[src/rtl/fetch_stage_pkg.sv]
// Shared widths, reset/halt constants, run state and next-PC select encodings for fetch_stage.
package fetch_stage_pkg;

  localparam int unsigned ADDR_W = 10;
  localparam int unsigned INST_W = 16;
  localparam logic [ADDR_W-1:0] RESET_PC = '0;
  localparam logic [3:0] HALT_OPCODE = 4'hF;

  typedef enum logic {
    ST_RUN  = 1'b0,
    ST_HALT = 1'b1
  } state_e;

  typedef enum logic [1:0] {
    SEL_SEQ    = 2'd0,
    SEL_JUMP   = 2'd1,
    SEL_BRANCH = 2'd2,
    SEL_HOLD   = 2'd3
  } pc_sel_e;

endpackage

[src/rtl/fetch_stage_next_pc_sel.sv]
// Next-PC priority mux (hold > jump > branch > sequential) with wrap-around PC adders; pure combinational.
module fetch_stage_next_pc_sel
  import fetch_stage_pkg::*;
(
  input  logic [ADDR_W-1:0] pc,
  input  logic [ADDR_W-1:0] ir_pc,
  input  logic              ir_valid,
  input  logic              hold,
  input  logic              jump,
  input  logic [ADDR_W-1:0] jump_target,
  input  logic              branch_taken,
  input  logic [ADDR_W-1:0] branch_offset,
  output pc_sel_e           sel,
  output logic [ADDR_W-1:0] next_pc,
  output logic              squash
);

  always_comb begin
    sel    = SEL_SEQ;
    squash = 1'b0;
    if (hold) begin
      sel = SEL_HOLD;
    end else if (ir_valid && jump) begin
      sel    = SEL_JUMP;
      squash = 1'b1;
    end else if (ir_valid && branch_taken) begin
      sel    = SEL_BRANCH;
      squash = 1'b1;
    end
  end

  // An ADDR_W-bit add is both the sign extension and the modulo wrap.
  always_comb begin
    next_pc = pc;
    case (sel)
      SEL_SEQ:    next_pc = pc + ADDR_W'(1);
      SEL_JUMP:   next_pc = jump_target;
      SEL_BRANCH: next_pc = ir_pc + branch_offset;
      SEL_HOLD:   next_pc = pc;
      default:    next_pc = pc;
    endcase
  end

endmodule

[src/rtl/fetch_stage.sv]
// PC + instruction register stage: one-edge fetch latency, Stall holds everything, redirects cost one bubble, halt freezes until Rst.
// Build with FETCH_PERF_EN for saturating Fetch_Count / Squash_Count; otherwise those ports read 0.
module fetch_stage
  import fetch_stage_pkg::*;
(
  input  logic              Clk,
  input  logic              Rst,
  output logic [ADDR_W-1:0] Address,
  input  logic [INST_W-1:0] Instruction,
  input  logic              Stall,
  input  logic              Jump,
  input  logic [ADDR_W-1:0] Jump_Target,
  input  logic              Branch_Taken,
  input  logic [ADDR_W-1:0] Branch_Offset,
  output logic [INST_W-1:0] IR,
  output logic [ADDR_W-1:0] IR_PC,
  output logic              IR_Valid,
  output logic              Halted,
  output logic [15:0]       Fetch_Count,
  output logic [15:0]       Squash_Count
);

  state_e            state_q, state_d;
  logic [ADDR_W-1:0] pc_q;
  logic [INST_W-1:0] ir_q;
  logic [ADDR_W-1:0] ir_pc_q;
  logic              ir_valid_q;
  logic              halt_hit;
  logic              hold;
  pc_sel_e           sel;
  logic [ADDR_W-1:0] next_pc;
  logic              squash;
  logic              load;

  assign halt_hit = ir_valid_q && (ir_q[INST_W-1 -: 4] == HALT_OPCODE) && !Stall;
  // The halt edge and the halted state both freeze PC on the halt's successor.
  assign hold     = Stall || halt_hit || (state_q == ST_HALT);
  assign load     = (sel == SEL_SEQ);

  fetch_stage_next_pc_sel u_next_pc_sel (
    .pc            (pc_q),
    .ir_pc         (ir_pc_q),
    .ir_valid      (ir_valid_q),
    .hold          (hold),
    .jump          (Jump),
    .jump_target   (Jump_Target),
    .branch_taken  (Branch_Taken),
    .branch_offset (Branch_Offset),
    .sel           (sel),
    .next_pc       (next_pc),
    .squash        (squash)
  );

  always_ff @(posedge Clk) begin
    if (Rst) state_q <= ST_RUN;
    else     state_q <= state_d;
  end

  always_comb begin
    state_d = state_q;
    Halted  = 1'b0;
    case (state_q)
      ST_RUN:  if (halt_hit) state_d = ST_HALT;
      ST_HALT: Halted = 1'b1;
      default: state_d = ST_RUN;
    endcase
  end

  always_ff @(posedge Clk) begin
    if (Rst) begin
      pc_q       <= RESET_PC;
      ir_q       <= '0;
      ir_pc_q    <= '0;
      ir_valid_q <= 1'b0;
    end else begin
      pc_q <= next_pc;
      if (halt_hit || state_q == ST_HALT) begin
        ir_valid_q <= 1'b0;
      end else if (load) begin
        ir_q       <= Instruction;
        ir_pc_q    <= pc_q;
        ir_valid_q <= 1'b1;
      end else if (squash) begin
        ir_valid_q <= 1'b0;
      end
    end
  end

  assign Address  = pc_q;
  assign IR       = ir_q;
  assign IR_PC    = ir_pc_q;
  assign IR_Valid = ir_valid_q;

`ifdef FETCH_PERF_EN
  logic [15:0] fetch_cnt_q;
  logic [15:0] squash_cnt_q;

  always_ff @(posedge Clk) begin
    if (Rst) begin
      fetch_cnt_q  <= '0;
      squash_cnt_q <= '0;
    end else begin
      if (load && fetch_cnt_q != 16'hFFFF)    fetch_cnt_q  <= fetch_cnt_q + 16'd1;
      if (squash && squash_cnt_q != 16'hFFFF) squash_cnt_q <= squash_cnt_q + 16'd1;
    end
  end

  assign Fetch_Count  = fetch_cnt_q;
  assign Squash_Count = squash_cnt_q;
`else
  assign Fetch_Count  = '0;
  assign Squash_Count = '0;
`endif

endmodule

[config.mk]
export PLATFORM = sky130hd
export DESIGN_NAME = fetch_stage
export DESIGN_NICKNAME = d
export VERILOG_FILES = /design/src/rtl/fetch_stage_pkg.sv /design/src/rtl/fetch_stage_next_pc_sel.sv /design/src/rtl/fetch_stage.sv
export SDC_FILE = /design/constraint.sdc
export NUM_CORES = 1
export LEC_CHECK = 0
export ABC_AREA = 1
export ABC_CLOCK_PERIOD_IN_PS = 2000
export BUFFER_PORTS_ARGS = -buffer_cell sky130_fd_sc_hd__buf_2
export CAP_MARGIN = 40
export CORE_MARGIN = 4
export CORE_UTILIZATION = 40
export DETAILED_ROUTE_END_ITERATION = 10
export PLACE_DENSITY = 0.79
export SLEW_MARGIN = 20
export SYNTH_ARGS = -nofsm -noshare
export SYNTH_HDL_FRONTEND = slang
export SYNTH_SLANG_ARGS = --single-unit
[constraint.sdc]
create_clock -name Clk -period 2 [get_ports Clk]
set_input_delay 0.2 -clock Clk [delete_from_list [all_inputs] [get_ports Clk]]
set_output_delay 0.2 -clock Clk [all_outputs]
set_load 0.01 [all_outputs]
---- Yosys cells after proc, flatten, opt, wreduce, memory -nomap -nowiden ----
Cells that the tools add are included.
storage, ports and cells
  register bits ........................... 38
  input port bits ......................... 41
  output and inout port bits .............. 70
  word-level logic and storage cells ...... 36
cells by class
  add/sub/neg operators ................... 2
  eq/ne operators ......................... 4
  mux-type cells .......................... 12
  bitwise gates (word level) .............. 1
  reduce and logical (&&, ||, !) cells .... 12
operator list
  cell                     number
  $pmux W10 S3             1
  $add A10 B1 Y10 const B  1
  $add A10 B10 Y10         1
  $mux W1                  8
  $mux W2                  3
  $eq A2 B2 Y1 const B     2
  $eq A4 B4 Y1 const B     1
  $logic_and A1 B1 Y1      4
  $logic_or A1 B1 Y1       3
  $eq A2 B1 Y1 const B     1
  $logic_not A2 Y1         1
  $reduce_and A2 Y1        1
  $reduce_bool A2 Y1       1
  $reduce_or A2 Y1         1
  $logic_not A1 Y1         1
  $not A1 Y1               1

---- Depth between registers and ports, before layout ----
  depth in word-level cells ............... 8
  mapped depth ............................ 12
  mapped depth without buffers ............ 12

---- Hierarchy ----
A second synthesis with hierarchy kept.
second synthesis, totals
  cell total of the unflattened synthesis .. 469
  area total of the unflattened synthesis .. 2,936.6 um2
by module, submodules not included
  module                   times used  cells an instance  area each (um2)  sequential area each (um2)
  fetch_stage              1           303                2,014.4          760.7
  fetch_stage_next_pc_sel  1           166                922.1            0.0

---- Worst setup path after synthesis ----
No wires, ideal clock.
  path type ............................... flip-flop to flip-flop
  start ................................... register ir_pc_q[0], in the netlist IR_PC[0]
  end ..................................... register pc_q[8], in the netlist Address[8]
  library setup time ...................... 0.129 ns
  arrival time ............................ 1.515 ns
  data required time ...................... 1.871 ns
  slack ................................... 0.357 ns
  stages on the path, launching flop included .. 12
  path buffers ............................ 0
  clock period less this slack ............ 1.643 ns
  path through ............................ dfxtp_1 -> ha_1 -> inv_1 -> fa_1 -> inv_1 -> nand3_1 -> nand2_1 -> nand2_1 -> nand2_1 -> nand2_1 -> nand3_1 -> a21oi_2
on the way
  word-level cells in the longest chain between the ends .. 2
ends and longest elaborated chain
  what                    line                           source
  from (decl)             fetch_stage.sv:26              logic [ADDR_W-1:0] ir_pc_q;
  from (signal assigned)  fetch_stage.sv:81              ir_pc_q <= pc_q;
  $add A10 B10 Y10        fetch_stage_next_pc_sel.sv:38  SEL_BRANCH: next_pc = ir_pc + branch_offset;
  $pmux W10 S3            fetch_stage_next_pc_sel.sv:35  case (sel)
  to (signal assigned)    fetch_stage.sv:76              pc_q <= next_pc;
  to (decl)               fetch_stage.sv:24              logic [ADDR_W-1:0] pc_q;
Every way passes these cells.
A chain may end at the register's enable or synchronous reset.

---- Worst setup path after layout ----
Same ends and word-level chain as after synthesis.

==> metrics.txt <==
arrival time at the worst endpoint=1.94 ns; Worst Skew=0.00595 ns; Final Instance Count excl. Fillers=514; leading area contributor after synthesis=dfxtp_1; largest net degree at the start of global routing=37; total CTS buffers=5; hold_buf cts=0; hold path depth=3; Top Layer Used=met4; max_cap viols=0; top-count cell post-synth=nand2_1; Seq/Total Area, Yosys=30.1%; synth unique cells=36; Area after DPL=2830 µm²; die height=87.5 µm; PD cells=621 nW/µm²; slowest CP cell=fa_1; Setup crit end kind=flop; Worst Hold Launch=Instruction[6]; total die area=7660 µm²; Initial Util=42.0%; Row Count=28; crit-path cells=ha_1, inv_1, fa_1, inv_1, nand3_1, nand2_1, nand2_1, nand3b_1, nand3_1, a21oi_2; critical path peak fanout=3; clk slew on worst S/H paths=0.08 ns; Final GP Congestion=0.831; final hold viol count=0; pre-CTS WS=0.282 ns; I/O Pins=111; Tot Pwr=1.81 mW; FF-to-FF setup slack=0.29 ns; Root Driver=clkbuf_8; setup bufs post-CTS=0; r2r worst-path depth=10; launching point of the worst reg2reg path=IR_PC[0]; first-pass GRT wire length=10.5 mm; final worst setup slack=0.295 ns; final WL=6.56 mm; leakage=1.51 nW; Post-Route Setup TNS=0 ns; Placeable Area=6030 µm²; H-tree depth reported by CTS=2; Commonest cells post-synth=nand2_1 (92), nand3_1 (44), a21oi_1 (40); DR vias/cell=4.90; Worst Setup Start Kind=flop; vias in the first global route=2291; Port Buffers=78; Via Count=2521; CP bufs+invs=2; Total GRT Usage=16.9%; final core utilization=48.5%; main flop type after synthesis=dfxtp_1; CP Class=reg2reg; delay of the slowest critical-path stage=0.38 ns; Syn Inst Count=365; Yosys top cell area share=30.1%; Endpoint, Worst Hold=IR[6]; share of cells above drive strength 1=24.4%; VDD IR-drop max=0.395 mV; FFs w/ async S/R, synth=0%; hold_ws=0.167 ns; P&R area growth vs syn=15.6%; Pins Over Slew Limit=0; Cell Area, Synth=2530 µm²; wl on met1=2.85 mm; Initial DRC Count=126; routed wl met2=3.05 mm; post-route cell area=2920 µm²; Syn Area/Cell=6.93 µm²; RSZ-0062 raised after global routing=false; DP Wirelength=4.92 mm; Slew @ Worst Pin=0.544 ns; status=finished, final reports clean; post-layout min period=1.71 ns; Nets=490; DR pass1 iterations=4; Clock Latency Late Sink=0.30 ns; worst hold path type=in2reg; post-cts sizing count=0; Synth area leaders=dfxtp_1 (30%), nand2_1 (14%), buf_4 (9.5%); fmax=0.586 GHz; Bufs on Longest Clock Path=2; Antenna Cells=0; CP required=2.24 ns; EDFF count, synth=0; WL met3=578 µm; cell family with most CP delay=adder cells; # setup viols final=0; Die Wd=87.5 µm; remaining antenna violation count=0; initial antenna violation count=0; Yosys warning count=0; drt drc=0; slew margin rel.=63.6%; fin crit share=85.3%; #FFs+latches synth=38; drt wl/cell=12.8 µm; Reg-to-Reg End=Address[8]; Remaining Overflow, GRT=0; Num Clock Sinks=38; TritonCTS clock tree=yes; dpl cells=506
registers in the layout, indices dropped and copies added, names as in the netlist:
register / flops
Address: 10
IR: 16
IR_PC: 10
IR_Valid: 1
state_q: 1
worst max-delay path by stage:
stage	from	to	slack [ns]	cells after the start
after global placement	IR_PC[0]	Address[8]	0.36	11
after floorplan	IR_PC[0]	Address[8]	0.36	11
after global routing	IR_PC[0]	Address[8]	0.09	10
final	IR_PC[0]	Address[8]	0.29	10
after CTS	IR_PC[0]	Address[8]	0.28	10
after detailed placement	IR_PC[0]	Address[8]	0.28	10
tightest hold or removal path, stage by stage:
cell	delay, ns
buf_2	0.09
nand3_1	0.07
a21oi_1	0.06
placed cells by master, fill, tap and decap left out, types with 2 or more instances in the layout:
master    count
dfxtp_1      38
nand2_2       3
a41oi_1       3
a21oi_1      40
buf_2        78
o21ai_0       9
nor2_2        4
inv_2         2
buf_4         3
nand2_1      92
o21a_1        2
or2_2         2
nor2_4        2
nand3_1      44
a21boi_1      2
nand3b_1      5
conb_1       32
nand4_1       5
o21ai_1       2
nor2_1       11
ha_1         10
xnor2_1       3
clkbuf_8      6
inv_1        29
cell type report:
class | instances | area, µm²
inverter | 32 | 123
tap | 75 | 93.8
sequential | 38 | 761
multi-input combinational | 280 | 1440
clock buffer | 6 | 82.6
fill | 626 | 3100
clock inverter | 2 | 12.5
timing repair buffer | 81 | 413
metal layers:
metal  track usage, %  vias up
met1             21.8     1139
met4             5.30        0
met5                0        -
met2             26.9       94
met3             5.36       10
li1                 -     1278
cell families (layout without fill, tap and decap cells):
family | Yosys count | after routing | share of synthesized area (%)
simple gates | 171 | 171 | 31.5
compound gates | 62 | 62 | 13.6
xor+xnor | 4 | 4 | 1.39
buf+inv | 78 | 121 | 17.7
fa+ha+maj | 11 | 11 | 5.74
other cells | 1 | 32 | 0.148
flops | 38 | 38 | 30.1
power breakdown:
part / switching [mW] / internal [mW]
combinational: 0.254 / 0.149
clock: 0.288 / 0.277
sequential: 0.0445 / 0.802
Power figures use the tool's default switching activity.
